===== config.mk =====
export PLATFORM = sky130hd
export DESIGN_NAME = accel_mem_arbiter_flat
export DESIGN_NICKNAME = d
export VERILOG_FILES = /design/src/rtl/accel_mem_arbiter_pkg.sv /design/src/rtl/accel_mem_arbiter_if.sv /design/src/rtl/accel_mem_arbiter_rr_grant_fsm.sv /design/src/rtl/accel_mem_arbiter.sv /design/src/flat_wrapper.sv
export SDC_FILE = /design/constraint.sdc
export NUM_CORES = 1
export LEC_CHECK = 0
export ABC_AREA = 1
export ABC_CLOCK_PERIOD_IN_PS = 2100
export BUFFER_PORTS_ARGS = -buffer_cell sky130_fd_sc_hd__buf_2
export CORE_AREA = 10 10 660 662
export CTS_CLUSTER_SIZE = 24
export DETAILED_ROUTE_END_ITERATION = 6
export DIE_AREA = 0 0 670 672
export PLACE_DENSITY_LB_ADDON = 0.25
export SLEW_MARGIN = 30
export SYNTH_ARGS = -nofsm -noshare
export SYNTH_HDL_FRONTEND = slang
export SYNTH_HIERARCHICAL = 1
export SYNTH_SLANG_ARGS = --single-unit

===== constraint.sdc =====
create_clock -name clk -period 2.1 [get_ports clk]
set_clock_uncertainty 0.1 [all_clocks]
set_input_delay 0.42 -clock clk [delete_from_list [all_inputs] [get_ports clk]]
set_output_delay 0.42 -clock clk [all_outputs]
set_load 0.02 [all_outputs]

===== src/rtl/accel_mem_arbiter_pkg.sv =====
// Shared types and defaults for the accelerator memory arbiter.
// Channel FSM encoding, default widths and the memory-ready token.
package accel_mem_pkg;

    typedef enum logic {
        CH_IDLE = 1'b0,
        CH_BUSY = 1'b1
    } ch_state_t;

    localparam int DEF_N_REQ  = 4;
    localparam int DEF_ADDR_W = 64;
    localparam int DEF_DATA_W = 32;

    // The memory shim signals ready with a 64-bit word; only the exact value 1 means ready.
    localparam logic [63:0] READY_ON = 64'd1;

endpackage


===== src/rtl/accel_mem_arbiter_if.sv =====
// Requester-side and memory-side buses of the arbiter.
// The slave modport is the arbiter's view; master is the surrounding environment.
interface accel_mem_arbiter_if #(
    parameter int N_REQ  = accel_mem_pkg::DEF_N_REQ,
    parameter int ADDR_W = accel_mem_pkg::DEF_ADDR_W,
    parameter int DATA_W = accel_mem_pkg::DEF_DATA_W
);
    logic [N_REQ-1:0]        req_read_enable;
    logic [N_REQ*ADDR_W-1:0] req_read_addr;
    logic [N_REQ*ADDR_W-1:0] req_read_size;
    logic [N_REQ-1:0]        req_finish_read;
    logic [N_REQ-1:0]        req_read_ready;
    logic [DATA_W-1:0]       req_read_data;

    logic [N_REQ-1:0]        req_write_enable;
    logic [N_REQ*ADDR_W-1:0] req_write_addr;
    logic [N_REQ*ADDR_W-1:0] req_write_size;
    logic [N_REQ*DATA_W-1:0] req_write_data;
    logic [N_REQ-1:0]        req_finish_write;
    logic [N_REQ-1:0]        req_write_ready;

    logic                    mem_read_enable;
    logic                    mem_finish_read;
    logic [ADDR_W-1:0]       mem_read_addr;
    logic [ADDR_W-1:0]       mem_read_size;
    logic [63:0]             mem_read_ready;
    logic [DATA_W-1:0]       mem_read_data;

    logic                    mem_write_enable;
    logic                    mem_finish_write;
    logic [ADDR_W-1:0]       mem_write_addr;
    logic [ADDR_W-1:0]       mem_write_size;
    logic [DATA_W-1:0]       mem_write_data;
    logic [63:0]             mem_write_ready;

    modport slave (
        input  req_read_enable, req_read_addr, req_read_size, req_finish_read,
        input  req_write_enable, req_write_addr, req_write_size, req_write_data, req_finish_write,
        input  mem_read_ready, mem_read_data, mem_write_ready,
        output req_read_ready, req_read_data, req_write_ready,
        output mem_read_enable, mem_finish_read, mem_read_addr, mem_read_size,
        output mem_write_enable, mem_finish_write, mem_write_addr, mem_write_size, mem_write_data
    );

    modport master (
        output req_read_enable, req_read_addr, req_read_size, req_finish_read,
        output req_write_enable, req_write_addr, req_write_size, req_write_data, req_finish_write,
        output mem_read_ready, mem_read_data, mem_write_ready,
        input  req_read_ready, req_read_data, req_write_ready,
        input  mem_read_enable, mem_finish_read, mem_read_addr, mem_read_size,
        input  mem_write_enable, mem_finish_write, mem_write_addr, mem_write_size, mem_write_data
    );

endinterface


===== src/rtl/accel_mem_arbiter_rr_grant_fsm.sv =====
// Round-robin grant FSM for one memory channel: picks a requester, locks the
// grant for the whole burst, and counts completed beats.
module rr_grant_fsm
    import accel_mem_pkg::*;
#(
    parameter int N_REQ = DEF_N_REQ
) (
    input  logic             clk,
    input  logic             reset,
    input  logic [N_REQ-1:0] i_enable,
    input  logic [N_REQ-1:0] i_finish,
    input  logic             i_ready,
    output logic [N_REQ-1:0] o_grant,
    output logic [31:0]      o_beats
);
    localparam int IDX_W = $clog2(N_REQ);
    typedef logic [IDX_W-1:0] idx_t;

    ch_state_t        r_state;
    idx_t             r_ptr;
    idx_t             r_idx;
    logic [N_REQ-1:0] r_grant;
    logic [31:0]      r_beats;

    idx_t             w_pick_idx;
    idx_t             w_cand;
    logic             w_pick_valid;
    logic             w_beat;

    // Scan from the farthest candidate back to ptr so the nearest one at or after ptr wins.
    always_comb begin
        w_pick_valid = 1'b0;
        w_pick_idx   = '0;
        w_cand       = '0;
        for (int k = N_REQ - 1; k >= 0; k--) begin
            w_cand = idx_t'((int'(r_ptr) + k) % N_REQ);
            if (i_enable[w_cand]) begin
                w_pick_valid = 1'b1;
                w_pick_idx   = w_cand;
            end
        end
    end

    assign w_beat = (r_state == CH_BUSY) & i_ready & (|(i_finish & r_grant));

    // NOTE: the asynchronous reset clears the registered grant at once, which silences every
    // memory-side mux without waiting for a clock edge.
    always_ff @(posedge clk or negedge reset) begin
        if (!reset) begin
            r_state <= CH_IDLE;
            r_grant <= '0;
            r_ptr   <= '0;
            r_idx   <= '0;
            r_beats <= '0;
        end else begin
            if (w_beat) begin
                r_beats <= r_beats + 32'd1;
            end
            case (r_state)
                CH_IDLE: begin
                    if (w_pick_valid) begin
                        r_grant <= {{(N_REQ-1){1'b0}}, 1'b1} << w_pick_idx;
                        r_idx   <= w_pick_idx;
                        r_state <= CH_BUSY;
                    end
                end
                CH_BUSY: begin
                    if (!i_enable[r_idx]) begin
                        r_grant <= '0;
                        r_ptr   <= (r_idx == idx_t'(N_REQ - 1)) ? '0 : r_idx + idx_t'(1);
                        r_state <= CH_IDLE;
                    end
                end
                default: r_state <= CH_IDLE;
            endcase
        end
    end

    assign o_grant = r_grant;
    assign o_beats = r_beats;

endmodule


===== src/rtl/accel_mem_arbiter.sv =====
// Shares one memory read channel and one write channel among N_REQ accelerator
// wrappers; each channel has its own round-robin grant FSM.
module accel_mem_arbiter
    import accel_mem_pkg::*;
#(
    parameter int N_REQ  = DEF_N_REQ,
    parameter int ADDR_W = DEF_ADDR_W,
    parameter int DATA_W = DEF_DATA_W
) (
    input  logic                clk,
    input  logic                reset,
    accel_mem_arbiter_if.slave  bus,
    output logic [N_REQ-1:0]    rd_grant,
    output logic [N_REQ-1:0]    wr_grant,
    output logic [31:0]         rd_beats,
    output logic [31:0]         wr_beats
);
    logic              w_rd_ready_on;
    logic              w_wr_ready_on;
    logic              w_rd_en;
    logic              w_rd_fin;
    logic [ADDR_W-1:0] w_rd_addr;
    logic [ADDR_W-1:0] w_rd_size;
    logic              w_wr_en;
    logic              w_wr_fin;
    logic [ADDR_W-1:0] w_wr_addr;
    logic [ADDR_W-1:0] w_wr_size;
    logic [DATA_W-1:0] w_wr_data;

    assign w_rd_ready_on = (bus.mem_read_ready == READY_ON);
    assign w_wr_ready_on = (bus.mem_write_ready == READY_ON);

    rr_grant_fsm #(.N_REQ(N_REQ)) u_rd_fsm (
        .clk      (clk),
        .reset    (reset),
        .i_enable (bus.req_read_enable),
        .i_finish (bus.req_finish_read),
        .i_ready  (w_rd_ready_on),
        .o_grant  (rd_grant),
        .o_beats  (rd_beats)
    );

    rr_grant_fsm #(.N_REQ(N_REQ)) u_wr_fsm (
        .clk      (clk),
        .reset    (reset),
        .i_enable (bus.req_write_enable),
        .i_finish (bus.req_finish_write),
        .i_ready  (w_wr_ready_on),
        .o_grant  (wr_grant),
        .o_beats  (wr_beats)
    );

    // Grants are one-hot, so selecting on each bit forms a plain mux that yields 0 with no grant.
    always_comb begin
        w_rd_en   = 1'b0;
        w_rd_fin  = 1'b0;
        w_rd_addr = '0;
        w_rd_size = '0;
        w_wr_en   = 1'b0;
        w_wr_fin  = 1'b0;
        w_wr_addr = '0;
        w_wr_size = '0;
        w_wr_data = '0;
        for (int i = 0; i < N_REQ; i++) begin
            if (rd_grant[i]) begin
                w_rd_en   = bus.req_read_enable[i];
                w_rd_fin  = bus.req_finish_read[i];
                w_rd_addr = bus.req_read_addr[i*ADDR_W +: ADDR_W];
                w_rd_size = bus.req_read_size[i*ADDR_W +: ADDR_W];
            end
            if (wr_grant[i]) begin
                w_wr_en   = bus.req_write_enable[i];
                w_wr_fin  = bus.req_finish_write[i];
                w_wr_addr = bus.req_write_addr[i*ADDR_W +: ADDR_W];
                w_wr_size = bus.req_write_size[i*ADDR_W +: ADDR_W];
                w_wr_data = bus.req_write_data[i*DATA_W +: DATA_W];
            end
        end
    end

    assign bus.mem_read_enable  = w_rd_en;
    assign bus.mem_finish_read  = w_rd_fin;
    assign bus.mem_read_addr    = w_rd_addr;
    assign bus.mem_read_size    = w_rd_size;
    assign bus.mem_write_enable = w_wr_en;
    assign bus.mem_finish_write = w_wr_fin;
    assign bus.mem_write_addr   = w_wr_addr;
    assign bus.mem_write_size   = w_wr_size;
    assign bus.mem_write_data   = w_wr_data;

    assign bus.req_read_ready   = {N_REQ{w_rd_ready_on}} & rd_grant;
    assign bus.req_write_ready  = {N_REQ{w_wr_ready_on}} & wr_grant;
    assign bus.req_read_data    = bus.mem_read_data;

endmodule


===== src/flat_wrapper.sv =====
// flat-port wrapper written by rule: the top's interface ports become plain ports
module accel_mem_arbiter_flat import accel_mem_pkg::*;
#(
    parameter int N_REQ  = DEF_N_REQ,
    parameter int ADDR_W = DEF_ADDR_W,
    parameter int DATA_W = DEF_DATA_W
)
  (clk, reset, rd_grant, wr_grant, rd_beats, wr_beats, bus_req_read_enable, bus_req_read_addr, bus_req_read_size, bus_req_finish_read, bus_req_write_enable, bus_req_write_addr, bus_req_write_size, bus_req_write_data, bus_req_finish_write, bus_mem_read_ready, bus_mem_read_data, bus_mem_write_ready, bus_req_read_ready, bus_req_read_data, bus_req_write_ready, bus_mem_read_enable, bus_mem_finish_read, bus_mem_read_addr, bus_mem_read_size, bus_mem_write_enable, bus_mem_finish_write, bus_mem_write_addr, bus_mem_write_size, bus_mem_write_data);
  accel_mem_arbiter_if #(.N_REQ(N_REQ), .ADDR_W(ADDR_W), .DATA_W(DATA_W)) bus_i ();
  input  logic clk;
  input  logic reset;
  output logic [N_REQ-1:0] rd_grant;
  output logic [N_REQ-1:0] wr_grant;
  output logic [31:0] rd_beats;
  output logic [31:0] wr_beats;
  input wire logic [$bits(bus_i.req_read_enable)-1:0] bus_req_read_enable;
  input wire logic [$bits(bus_i.req_read_addr)-1:0] bus_req_read_addr;
  input wire logic [$bits(bus_i.req_read_size)-1:0] bus_req_read_size;
  input wire logic [$bits(bus_i.req_finish_read)-1:0] bus_req_finish_read;
  input wire logic [$bits(bus_i.req_write_enable)-1:0] bus_req_write_enable;
  input wire logic [$bits(bus_i.req_write_addr)-1:0] bus_req_write_addr;
  input wire logic [$bits(bus_i.req_write_size)-1:0] bus_req_write_size;
  input wire logic [$bits(bus_i.req_write_data)-1:0] bus_req_write_data;
  input wire logic [$bits(bus_i.req_finish_write)-1:0] bus_req_finish_write;
  input wire logic [$bits(bus_i.mem_read_ready)-1:0] bus_mem_read_ready;
  input wire logic [$bits(bus_i.mem_read_data)-1:0] bus_mem_read_data;
  input wire logic [$bits(bus_i.mem_write_ready)-1:0] bus_mem_write_ready;
  output wire logic [$bits(bus_i.req_read_ready)-1:0] bus_req_read_ready;
  output wire logic [$bits(bus_i.req_read_data)-1:0] bus_req_read_data;
  output wire logic [$bits(bus_i.req_write_ready)-1:0] bus_req_write_ready;
  output wire logic [$bits(bus_i.mem_read_enable)-1:0] bus_mem_read_enable;
  output wire logic [$bits(bus_i.mem_finish_read)-1:0] bus_mem_finish_read;
  output wire logic [$bits(bus_i.mem_read_addr)-1:0] bus_mem_read_addr;
  output wire logic [$bits(bus_i.mem_read_size)-1:0] bus_mem_read_size;
  output wire logic [$bits(bus_i.mem_write_enable)-1:0] bus_mem_write_enable;
  output wire logic [$bits(bus_i.mem_finish_write)-1:0] bus_mem_finish_write;
  output wire logic [$bits(bus_i.mem_write_addr)-1:0] bus_mem_write_addr;
  output wire logic [$bits(bus_i.mem_write_size)-1:0] bus_mem_write_size;
  output wire logic [$bits(bus_i.mem_write_data)-1:0] bus_mem_write_data;
  assign bus_i.req_read_enable = bus_req_read_enable;
  assign bus_i.req_read_addr = bus_req_read_addr;
  assign bus_i.req_read_size = bus_req_read_size;
  assign bus_i.req_finish_read = bus_req_finish_read;
  assign bus_i.req_write_enable = bus_req_write_enable;
  assign bus_i.req_write_addr = bus_req_write_addr;
  assign bus_i.req_write_size = bus_req_write_size;
  assign bus_i.req_write_data = bus_req_write_data;
  assign bus_i.req_finish_write = bus_req_finish_write;
  assign bus_i.mem_read_ready = bus_mem_read_ready;
  assign bus_i.mem_read_data = bus_mem_read_data;
  assign bus_i.mem_write_ready = bus_mem_write_ready;
  assign bus_req_read_ready = bus_i.req_read_ready;
  assign bus_req_read_data = bus_i.req_read_data;
  assign bus_req_write_ready = bus_i.req_write_ready;
  assign bus_mem_read_enable = bus_i.mem_read_enable;
  assign bus_mem_finish_read = bus_i.mem_finish_read;
  assign bus_mem_read_addr = bus_i.mem_read_addr;
  assign bus_mem_read_size = bus_i.mem_read_size;
  assign bus_mem_write_enable = bus_i.mem_write_enable;
  assign bus_mem_finish_write = bus_i.mem_finish_write;
  assign bus_mem_write_addr = bus_i.mem_write_addr;
  assign bus_mem_write_size = bus_i.mem_write_size;
  assign bus_mem_write_data = bus_i.mem_write_data;
  accel_mem_arbiter #(.N_REQ(N_REQ), .ADDR_W(ADDR_W), .DATA_W(DATA_W)) u_core (.clk(clk), .reset(reset), .bus(bus_i), .rd_grant(rd_grant), .wr_grant(wr_grant), .rd_beats(rd_beats), .wr_beats(wr_beats));
endmodule

# [Yosys cells after proc, flatten, opt, wreduce, memory -nomap -nowiden]
# Cells that the tools add are included.
[totals] regBits=82 latch_bits=0 ram_bits=0 rom_bits=0 in_bits=1330 output_inout_bits=404 word_cells=146 memories=0
[op_classes] addsub=10 mul=0 div=0 n_lt_le_gt_ge=10 n_eq_ne=8 shift=2 n_mux=86 n_bitwise=12 reduce_logical=8
[ops] cell="64-bit 2-to-1 mux" n=16
[ops] cell="64-bit by 1-bit == test with 1-bit output, second input constant" n=2
[ops] cell="32-bit 2-to-1 mux" n=4
[ops] cell="32-bit by 1-bit adder with 32-bit output, second input constant" n=2
[ops] cell="1-bit 2-to-1 mux" n=38
[ops] cell="2-bit by 3-bit less-than comparator with 1-bit output, second input constant" n=10
[ops] cell="1-bit binary-select mux with 2-bit select" n=10
[ops] cell="2-bit 2-to-1 mux" n=10
[ops] cell="4-bit AND" n=4
[ops] cell="4-bit 2-to-1 mux" n=4
[ops] cell="4-bit one-hot mux with 2 select lines" n=2
[ops] cell="2-bit AND reduction" n=6
[ops] cell="2-bit by 1-bit adder with 2-bit output, second input constant" n=4
[ops] cell="2-bit adder, second input constant" n=4
[ops] cell="2-bit != test, second input constant" n=4
[ops] cell="4-bit OR reduction" n=2
[ops] cell="1-bit by 2-bit left shift with 4-bit output, first input constant" n=2
[ops] cell="1-bit AND" n=4
[ops] cell="2-bit == test, second input constant" n=2
[ops] cell="1-bit NOT" n=4
[ops] cell="1-bit one-hot mux with 2 select lines" n=2

# [Longest topological paths before layout]
# Gate-level depths: netlist of the first run.
[depth] word_depth=10 depth_mapped=13

# [Modules after synthesis]
# The synthesis of the first run kept the hierarchy.
[by_module_without_submodules] module="accel_mem_arbiter" n_inst=1 cells_each=2446 area_per_inst_um2=10750.3 seq_area_each_um2=0.0
[by_module_without_submodules] module="rr_grant_fsm" n_inst=2 cells_each=422 area_per_inst_um2=2854.0 seq_area_each_um2=1026.0

# [Worst setup path after synthesis of the first run]
# Ideal clock, no wire load.
[synth_timing] kind="register to output" startpoint="reg u_core.u_rd_fsm.r_grant[1] (netlist: u_core/u_rd_fsm/o_grant[1])" endpoint="out bus_mem_read_addr[54]" arrival_ps=1562 required_time_ps=1580 setup_slack_ps=18 stages_incl_launch_ff=9 n_path_buf=4 cell_sequence="dfrtp_1 > buf_4 > buf_6 > buf_6 > buf_6 > nand2_1 > o21ai_1 > nand2_1 > a21oi_1"
[synth_via] elab_chain_cells=3
[synth_rtl] item="start, declared" line="accel_mem_arbiter_rr_grant_fsm.sv:22" rtl="logic [N_REQ-1:0] r_grant;"
[synth_rtl] item="start signal, assigned" line="accel_mem_arbiter_rr_grant_fsm.sv:62" rtl="r_grant <= {{(N_REQ-1){1'b0}}, 1'b1} << w_pick_idx;"
[synth_rtl] item="64-bit 2-to-1 mux (3 in series)" line="accel_mem_arbiter.sv:65" rtl="if (rd_grant[i]) begin"
[synth_rtl] item="end, declared" line="flat_wrapper.sv:33" rtl="output wire logic [$bits(bus_i.mem_read_addr)-1:0] bus_mem_read_addr;"
# No other way between the ends.

# [Final worst setup path of the first run]
[layout_timing] startpoint="reg u_core.u_rd_fsm.r_grant[1] (netlist: u_core/u_rd_fsm/o_grant[1])" endpoint="out bus_mem_read_addr[20]"
# Same word-level chain as after synthesis.

==> out/metrics.cfg, run 1 <==
[timing]
hold_ws_ns = -0.02800
setup_ws_ns = -0.6383
hold_viol_final = 7
rsz0062_at_grt = true
setup-violations-final = 356
slew_headroom = 0.6659
slew_violations = 0
finalCritPeriodShare = 1.304
fmax_ghz = 0.3652
period_minus_slack_ns = 2.738
tightest_slew_ns = 0.5012
tns_ns = -159.60

[detailed_routing]
wl_per_cell_um = 30.19
drt-initial-drc-count = 2353
met1Wirelength_mm = 129.0
vias_per_cell = 2.896
num_vias = 31628
dr.pass1.iters = 6
highest_layer = met5
wl_mm = 329.8
met3WireLength_mm = 31.63
remaining_drc_errors = 0
ant_nets = 0
wl_met2_mm = 163.7

[synthesis]
muxShareOfSynthArea = 0
synthDominantCellAreaShare = 0.2969
yosys_warnings = 6
synth_cell_types = 34
netlist_area_um2 = 16460
synthXorXnorAreaFrac = 0.01384
synth_area_leaders = nand2_1 (30%), a21oi_1 (18%), dfrtp_1 (12%)
synth-simple-area-share = 0.4633
synth_top_area_cell = nand2_1
syn_area_per_cell_um2 = 5.003
synth-compound-area-share = 0.2795
synth-adder-area-share = 0.003041
ys_ff_latch = 82
syn-instance-count = 3290
synth_top_family_by_area = simple AND/OR/NAND/NOR gates
seq_area_frac_synth = 0.1247
synth_nets = 4624

[layout]
fillers = 50254
finalNetCount = 6541
fin_cells = 10922
final_core_util = 0.09843
drive_gt1_frac = 0.5205
syn_to_final_growth_pct = 152.5
multi_input_area_um2 = 14630
register_area_um2 = 2082

[power_and_ir_drop]
pwr-share-seq = 0.043
vdd_drop_max_v = 0.0004651
p_int_w = 0.02039
switching_share = 0.5724
pwr-share-comb = 0.919
p_switching_w = 0.02730
clockPowerShare = 0.038
totalPowerFinal_w = 0.04769
power_leakage_nw = 17.43
p_per_area_nw_per_um2 = 1148

[die]
ios = 1734
die-area_um2 = 450200
dieHeight_um = 672
start_util = 0.03898
die_x_um = 670
fp-row-count = 239
design.core.area_um2 = 422200

[cts]
clk_latency_ns = 0.43
cts_buffers = 9
clk_path_buf_depth = 2
cts_tree = built
cts_max_level = 3
clock-sinks = 82
cts-root-buf = clkbuf_16
cts.clk_slew.worst_paths_ns = 0.09

[global_routing]
grt_use_total = 0.1371
grt_pass1_vias = 31041
overflow = 0
grt_start_max_net_pins = 53
grt_pass1_wl_mm = 394.1
antenna_found_initial = 298

[worst_setup_path]
cp_max_fo = 37
worstPathArrival_ns = 2.22
worstSetupStartpointType = register
crit_chain = buf_12 -> buf_16 -> buf_4 -> o21ai_2 -> nand2_1 -> a21oi_2 -> buf_4 -> buf_12
worstSetupEndpointType = primary output
slowest_stage = dfrtp_4
critical_path_class = reg -> out
cp.required_ns = 1.58
critPathMaxStageDelay_ns = 0.53

[outcome]
violations = negative hold slack, negative setup slack
status = finished, violations left

[job]
cap_violations = 0

[placement]
hpwl_mm = 300.0
pre_cts_slack_ns = -0.9403
portBuffers = 1669
place_inst = 10785
place.gp.congestion = 0.9121

[min_path]
hold_class = in -> async

-- power by group through the flow --
stage	clock network, W	registers, W	logic [W]
final	0.00181	0.00206	0.0438
after global routing	0.00197	0.00209	0.0469
after CTS	0.00196	0.00207	0.0429
after detailed placement	0	0.00207	0.0395
after global placement	0	0.00208	0.0396
after floorplan	0	0.00192	0.0127
-- layout by cell type (no fill, tap or decap), drive strengths merged --
cell | netlist | routed
xnor2 | 6 | 6
clkinvlp | 0 | 1
a21oi | 590 | 590
o21ai | 316 | 316
nand3 | 54 | 54
o31ai | 2 | 2
nand4 | 4 | 4
xor2 | 20 | 20
nor2 | 474 | 474
inv | 94 | 95
clkinv | 2 | 6
nand3b | 12 | 12
bufbuf | 0 | 2
buf | 150 | 2159
diode | 0 | 47
nand2 | 1328 | 1328
clkbuf | 120 | 25
ha | 4 | 4
nor3 | 30 | 30
dfrtp | 82 | 82
a22o | 2 | 2
-- stage by stage --
stage               hold slack, ns  instance area (um^2)
floorplan                  0.02441                 16460
global placement            0.4514                 36500
detailed placement          0.4447                 36500
CTS                        0.01441                 39160
global route               0.01438                 41450
finish                    -0.02800                 41560
-- final timing paths --
path                                                         start                                 endpoint  slack [ns]  cells past startpoint
max                         u_core/u_rd_fsm/o_grant[1]$_DFFE_PN0P_                    bus_mem_read_addr[20]       -0.64                      8
min                                                          reset  u_core/u_rd_fsm/o_beats[15]$_DFFE_PN0P_       -0.03                      2
max reg2reg                 u_core/u_wr_fsm/o_grant[2]$_DFFE_PN0P_   u_core/u_wr_fsm/o_beats[0]$_DFFE_PN0P_       -0.39                     11
min reg2reg                u_core/u_wr_fsm/o_beats[31]$_DFFE_PN0P_  u_core/u_wr_fsm/o_beats[31]$_DFFE_PN0P_        0.46                      2
max in group asynchronous                                    reset   u_core/u_wr_fsm/o_grant[1]$_DFFE_PN0P_        1.49                      2
min in group clk                            bus_req_read_enable[1]        u_core/u_rd_fsm/r_state$_DFF_PN0_        0.43                      5
-- synth_stat cells (all sizes together) --
| cell type | count |
|---|---|
| nand2 | 1328 |
| a21oi | 590 |
| nor2 | 474 |
| o21ai | 316 |
| buf | 150 |
| clkbuf | 120 |
| inv | 94 |
| dfrtp | 82 |
| nand3 | 54 |
| nor3 | 30 |
| xor2 | 20 |
| nand3b | 12 |
| xnor2 | 6 |
| ha | 4 |
| nand4 | 4 |
| a22o | 2 |
| clkinv | 2 |
| o31ai | 2 |
-- cell families (layout without fill, tap and decap cells) --
family          after synthesis  in the layout
buf+inv                     366           2288
simple gates               1902           1902
other cells                   0             47
xor+xnor                     26             26
compound gates              910            910
fa+ha+maj                     4              4
flops                        82             82
-- state kept, by name (all words and copies together) (netlist names) --
register                 cells
u_core/u_rd_fsm/r_state      1
u_core/u_rd_fsm/o_beats     32
u_core/u_wr_fsm/o_grant      4
u_core/u_wr_fsm/r_idx        2
u_core/u_rd_fsm/r_ptr        2
u_core/u_rd_fsm/o_grant      4
u_core/u_wr_fsm/r_ptr        2
u_core/u_wr_fsm/o_beats     32
u_core/u_wr_fsm/r_state      1
u_core/u_rd_fsm/r_idx        2
-- what timing repair did --
| item | CTS | global route |
|---|---|---|
| hold buffers | 0 | 0 |
| pin swaps | 50 | 144 |
| gates resized for setup | 445 | 550 |
| buffers inserted | 30 | 29 |
| gates cloned | 15 | 14 |
| hold endpoints to repair | 0 | 0 |
| endpoints found under the setup margin | 371 | 370 |
-- area by class of cell --
| cell class | instances | share of cell area |
|---|---|---|
| antenna | 47 | 0.002830 |
| inverter | 96 | 0.01072 |
| clock buffer | 10 | 0.005509 |
| multi-input combinational | 2842 | 0.3521 |
| sequential | 82 | 0.05010 |
| clock inverter | 6 | 0.001234 |
| timing repair buffer | 2176 | 0.4070 |
| tap | 5663 | 0.1705 |
-- worst max-delay path, delay by kind of cell (launching register included) --
family | cells | cell delay [ns]
buffers and inverters | 5 | 0.78
AND/OR/NAND/NOR | 1 | 0.08
flip-flops | 1 | 0.53
AO/OA/AOI/OAI | 2 | 0.35
-- routing by layer --
layer	vias up	global-route usage
li1	14552	-
met1	14685	0.1583
met2	1765	0.2476
met3	522	0.05433
met4	104	0.009625
met5	-	0
Power figures use the tool's default switching activity.
==> inputs of run 2 (changes only) <==
- TNS_END_PERCENT: default -> 1
==> out/metrics.cfg, run 2 (same netlist as run 1, synthesis figures left out) <==
[power_and_ir_drop]
power_leakage_nw = 16.99  ; -2.5%
vdd_drop_max_v = 0.0004636  ; -0.33%
p_per_area_nw_per_um2 = 1162  ; +1.3%

[outcome]
status = finished, violations left
violations = negative hold slack, negative setup slack

[timing]
setup_ws_ns = -0.6436  ; -0.005282 ns
tightest_slew_ns = 0.5207  ; +0.01955 ns
slew_headroom = 0.6528  ; -0.01303
finalCritPeriodShare = 1.306  ; +0.002515
hold_ws_ns = -0.01695  ; +0.01105 ns
slew_violations = 0  ; unchanged
period_minus_slack_ns = 2.744  ; +0.005282 ns
rsz0062_at_grt = true
fmax_ghz = 0.3645  ; -0.19%
setup-violations-final = 330  ; -7.3%
hold_viol_final = 6  ; -1

[layout]
final_core_util = 0.09704  ; -0.001384
finalNetCount = 6509  ; -0.49%
final_cell_mix = buf_2 (1,375), nand2_1 (1,246), nor2_1 (433)
syn_to_final_growth_pct = 149.0
fin_cells = 10903  ; -0.17%
drive_gt1_frac = 0.5187  ; -0.001804
fin_area_um2 = 40980  ; -1.4%
final_common_cell = buf_2

[die]
design.core.area_um2 = 422200  ; unchanged
die_x_um = 670  ; unchanged
ios = 1734  ; unchanged
dieHeight_um = 672  ; unchanged
fp-row-count = 239  ; unchanged
start_util = 0.03898  ; unchanged
die-area_um2 = 450200  ; unchanged

[global_routing]
grt_pass1_vias = 30973  ; -0.22%
grt_start_max_net_pins = 53  ; unchanged
overflow = 0  ; unchanged
grt_use_total = 0.1362  ; -0.0009087
grt_pass1_wl_mm = 391.7  ; -0.60%
antenna_found_initial = 303  ; +1.7%

[detailed_routing]
num_vias = 31359  ; -0.85%
remaining_drc_errors = 0  ; unchanged
ant_nets = 0  ; unchanged
dr.pass1.iters = 5  ; -1
drt-initial-drc-count = 2152  ; -8.5%
wl_mm = 327.8  ; -0.61%
vias_per_cell = 2.876  ; -0.68%
wl_per_cell_um = 30.06  ; -0.44%

[cts]
cts_tree = built
clock-sinks = 82  ; unchanged
cts_max_level = 3  ; unchanged
clk_path_buf_depth = 2  ; unchanged
cts_buffers = 9  ; unchanged
cts-hold-fix-buffers = 0  ; unchanged
cts.clk_slew.worst_paths_ns = 0.09  ; about the same
clk_latency_ns = 0.43  ; about the same
cts-root-buf = clkbuf_16

[job]
cap_violations = 0  ; unchanged

[worst_setup_path]
worstPathArrival_ns = 2.22  ; about the same
cp_max_fo = 7  ; -81%
critical_path_class = reg -> out
cp.required_ns = 1.58  ; about the same
worstSetupEndpointType = primary output
worstSetupStartpointType = register

[min_path]
hold_class = in -> async

[placement]
placed_area_um2 = 36500  ; unchanged
place_inst = 10785  ; unchanged
portBuffers = 1669  ; unchanged
pre_cts_slack_ns = -0.9403  ; unchanged
place.gp.congestion = 0.9121  ; unchanged
hpwl_mm = 300.0  ; unchanged

[run 2: cell count changes in the layout (fill, tap and decap cells not counted), sizes merged]
cell,before,now
clkbuf,25,18
inv,95,97
diode,47,60
clkinv,6,4
buf,2159,2134
[run 2: worst paths after layout]
kind / start / to / slack [ns] / cells past startpoint
max: u_core/u_wr_fsm/o_grant[0]$_DFFE_PN0P_ / bus_mem_write_size[29] / -0.64 / 9
min: reset / u_core/u_rd_fsm/o_beats[15]$_DFFE_PN0P_ / -0.02 / 2
max reg2reg: u_core/u_wr_fsm/o_grant[0]$_DFFE_PN0P_ / u_core/u_wr_fsm/o_beats[0]$_DFFE_PN0P_ / -0.16 / 12
min reg2reg: u_core/u_wr_fsm/o_beats[31]$_DFFE_PN0P_ / u_core/u_wr_fsm/o_beats[31]$_DFFE_PN0P_ / 0.46 / 2
max in group asynchronous: reset / u_core/u_wr_fsm/o_grant[1]$_DFFE_PN0P_ / 1.48 / 2
min in group clk: bus_req_read_enable[1] / u_core/u_rd_fsm/r_state$_DFF_PN0_ / 0.44 / 5
[run 2: metrics by stage]
step,setup TNS [ns],power [W]
finish,-146.14,0.04763
global route,-182.32,0.05083
CTS,-179.65,0.04733
detailed placement,-113.86,0.04160
global placement,-115.91,0.04168
floorplan,0,0.01459
[run 2: final cells by class]
type                            count  area, um^2
Fill cell                       50338      381300
Timing Repair Buffer             2144       16540
Multi-Input combinational cell   2842       14410
Tap cell                         5663        7086
Sequential cell                    82        2082
Inverter                           96       426.7
Clock buffer                       10       229.0
Antenna cell                       60       150.1
Clock inverter                      6       51.30
[run 2: repair_timing]
action | in CTS | in global routing
setup endpoints to repair | 371 | 368
buffers inserted | 9 | 24
cloned | 6 | 8
hold endpoints to repair | 0 | 0
gates resized for setup | 628 | 407
pin swaps | 23 | 46
[run 2: routing by layer]
metal  GRT usage  up-vias  share of wire
met5           0        -         0.0021
met4    0.008715      102          0.012
met3     0.05336      506          0.099
met2      0.2466     1781           0.50
met1      0.1574    14489           0.39
li1            -    14481              -
[run 2: critical path, stage by stage (launching register included)]
cell,delay (ns)
dfrtp_4,0.49
buf_12,0.16
buf_16,0.19
nand2_4,0.08
o21ai_4,0.18
buf_8,0.18
nand2_4,0.06
a21oi_2,0.13
buf_4,0.13
buf_12,0.12
[run 2: power by group]
part / total, W / switching (W) / internal (W) / leakage, nW
Sequential: 0.00207 / 0.000311 / 0.00176 / 1.04
Combinational: 0.0438 / 0.0259 / 0.0179 / 15.8
Clock: 0.00181 / 0.000988 / 0.000818 / 0.134
Total: 0.0476 / 0.0272 / 0.0205 / 17.0
==> inputs of run 3 (changes only) <==
- ABC_CLOCK_PERIOD_IN_PS: 2100 -> 2600
- clock period: 2.1 -> 2.6 ns (I/O delays scaled with it)
==> out/metrics.cfg, run 3 (same netlist as run 1, synthesis figures left out) <==
[min_path]
hp-start = u_core/u_wr_fsm/o_beats[31]$_DFFE_PN0P_
hold_class = reg -> reg
holdPathStages = 2
min_to = u_core/u_wr_fsm/o_beats[31]$_DFFE_PN0P_

[worst_setup_path]
worstPathArrival_ns = 2.24  ; +0.02 ns
ff2ff_path_depth = 12  ; unchanged
r2r_end = u_core/u_wr_fsm/o_beats[13]$_DFFE_PN0P_
slowest_stage = dfrtp_4
reg2reg_setup_slack_ns = 0.19  ; +0.35 ns
cp_max_fo = 19  ; +12
crit_chain = buf_12 -> buf_12 -> buf_6 -> o21ai_2 -> nand2_1 -> a21oi_1 -> buf_4 -> buf_12
worstSetupStartpointType = register
critical_path_class = reg -> out
path_delay_family = buffers and inverters
crit_top_cell = buf_12
critPathMaxStageDelay_ns = 0.51  ; +0.02 ns
crit_buf_inv = 5  ; unchanged
worstSetupEndpointType = primary output
r2r_start = u_core/u_wr_fsm/o_grant[0]$_DFFE_PN0P_
cp.required_ns = 1.98  ; +0.40 ns

[layout]
register_area_um2 = 2082  ; unchanged
syn_to_final_growth_pct = 137.1
fillers = 50387  ; +0.097%
multi_input_area_um2 = 14240  ; -1.2%
final_cell_mix = buf_2 (1,378), nand2_1 (1,264), nor2_1 (436)
final_common_cell = buf_2
final_core_util = 0.09242  ; -0.004626
finalNetCount = 6337  ; -2.6%
drive_gt1_frac = 0.4908  ; -0.02791

[timing]
rsz0062_at_grt = true
setup-violations-final = 248  ; -25%
tightest_slew_ns = 0.6732  ; +0.1525 ns
fmax_ghz = 0.3500
slew_violations = 0  ; unchanged
period_minus_slack_ns = 2.857
hold_ws_ns = 0.4678  ; +0.4847 ns
setup_ws_ns = -0.2574  ; +0.3863 ns
tns_ns = -31.74  ; +114.40 ns
finalCritPeriodShare = 1.099
slew_headroom = 0.5495  ; -0.1033
hold_viol_final = 0  ; -6

[power_and_ir_drop]
p_per_area_nw_per_um2 = 926.0  ; -20%
power_leakage_nw = 15.90  ; -6.4%
vdd_drop_max_v = 0.0004884  ; +5.4%
totalPowerFinal_w = 0.03613  ; -24%

[outcome]
violations = negative setup slack
status = finished, violations left

[die]
die_x_um = 670  ; unchanged
start_util = 0.03898  ; unchanged
dieHeight_um = 672  ; unchanged
die-area_um2 = 450200  ; unchanged
ios = 1734  ; unchanged
design.core.area_um2 = 422200  ; unchanged
fp-row-count = 239  ; unchanged

[placement]
hpwl_mm = 296.3  ; -1.2%
place.gp.congestion = 0.8905  ; -2.4%
portBuffers = 1669  ; unchanged

[detailed_routing]
drt-initial-drc-count = 2396  ; +11%
wl_mm = 321.4  ; -1.9%
ant_nets = 0  ; unchanged
num_vias = 31058  ; -0.96%
wl_per_cell_um = 29.92  ; -0.46%
dr.pass1.iters = 6  ; +1
remaining_drc_errors = 0  ; unchanged
vias_per_cell = 2.891  ; +0.52%

[global_routing]
overflow = 0  ; unchanged
antenna_found_initial = 311  ; +2.6%
grt_use_total = 0.1350  ; -0.001190
grt_pass1_vias = 30116  ; -2.8%
grt_start_max_net_pins = 68  ; +28%
grt_pass1_wl_mm = 387.8  ; -1.0%

[job]
cap_violations = 0  ; unchanged

[cts]
clk_path_buf_depth = 2  ; unchanged
cts.clk_slew.worst_paths_ns = 0.07  ; -0.02 ns
cts_tree = built
cts_max_level = 3  ; unchanged
cts-root-buf = clkbuf_16
clk_latency_ns = 0.43  ; about the same
clock-sinks = 82  ; unchanged
cts_buffers = 9  ; unchanged

-- run 3: worst reg2reg max path, delay by kind of cell (launching register included) --
family | cells | cell delay (ns)
AO/OA/AOI/OAI | 1 | 0.09
buffers and inverters | 6 | 1.22
flip-flops | 1 | 0.52
AND/OR/NAND/NOR | 5 | 0.41
-- run 3: repair_timing --
item	CTS	global route
setup endpoints to repair	329	295
pin swaps	15	19
hold buffers	1	0
setup buffers	8	6
cloned	6	1
resized for setup	658	214
hold endpoints to repair	49	0
-- run 3: stage by stage --
stage	setup slack (ns)	cells	area, um^2
finish	-0.2574	10742	39020
global route	-0.3712	10698	38910
CTS	-0.3996	10664	38090
detailed placement	-0.7504	10633	35230
global placement	-0.7587	10633	35230
floorplan	0.4180	3290	16460
-- run 3: worst max path at each step --
stage          depth (start not counted)                                   start                     end  slack, ns
2_1_floorplan                          8  u_core/u_rd_fsm/o_grant[1]$_DFFE_PN0P_   bus_mem_read_addr[54]       0.42
3_3_place_gp                          11                 bus_mem_write_ready[49]  bus_req_write_ready[0]      -0.76
3_5_place_dp                          11                 bus_mem_write_ready[49]  bus_req_write_ready[0]      -0.75
4_1_cts                                7  u_core/u_rd_fsm/o_grant[1]$_DFFE_PN0P_    bus_mem_read_addr[7]      -0.40
5_1_grt                                8  u_core/u_wr_fsm/o_grant[0]$_DFFE_PN0P_  bus_mem_write_size[31]      -0.37
6_report                               8  u_core/u_wr_fsm/o_grant[1]$_DFFE_PN0P_  bus_mem_write_size[41]      -0.26
-- run 3: report_power, final --
part,switching (W),internal (W),total (W),leakage [nW]
clock network,0.000840,0.000662,0.00150,0.130
registers,0.000285,0.00142,0.00170,1.04
logic,0.0201,0.0128,0.0329,14.7
-- run 3: cell type report --
class	count	share of cell area
well taps	5663	0.1816
clock buffers	10	0.005868
repair buffers	1972	0.3775
inverters	96	0.01090
clock inverters	6	0.001283
multi-input cells	2842	0.3650
diodes	71	0.004553
flip-flops and latches	82	0.05335
-- run 3: routing by layer --
layer  routed length [um]  track usage  up-vias
li1                     -            -    14153
met1               124600       0.1532    14447
met2               158400       0.2423     1801
met3                32490      0.05827      539
met4                 5131      0.01199      118
met5                  798            0        -
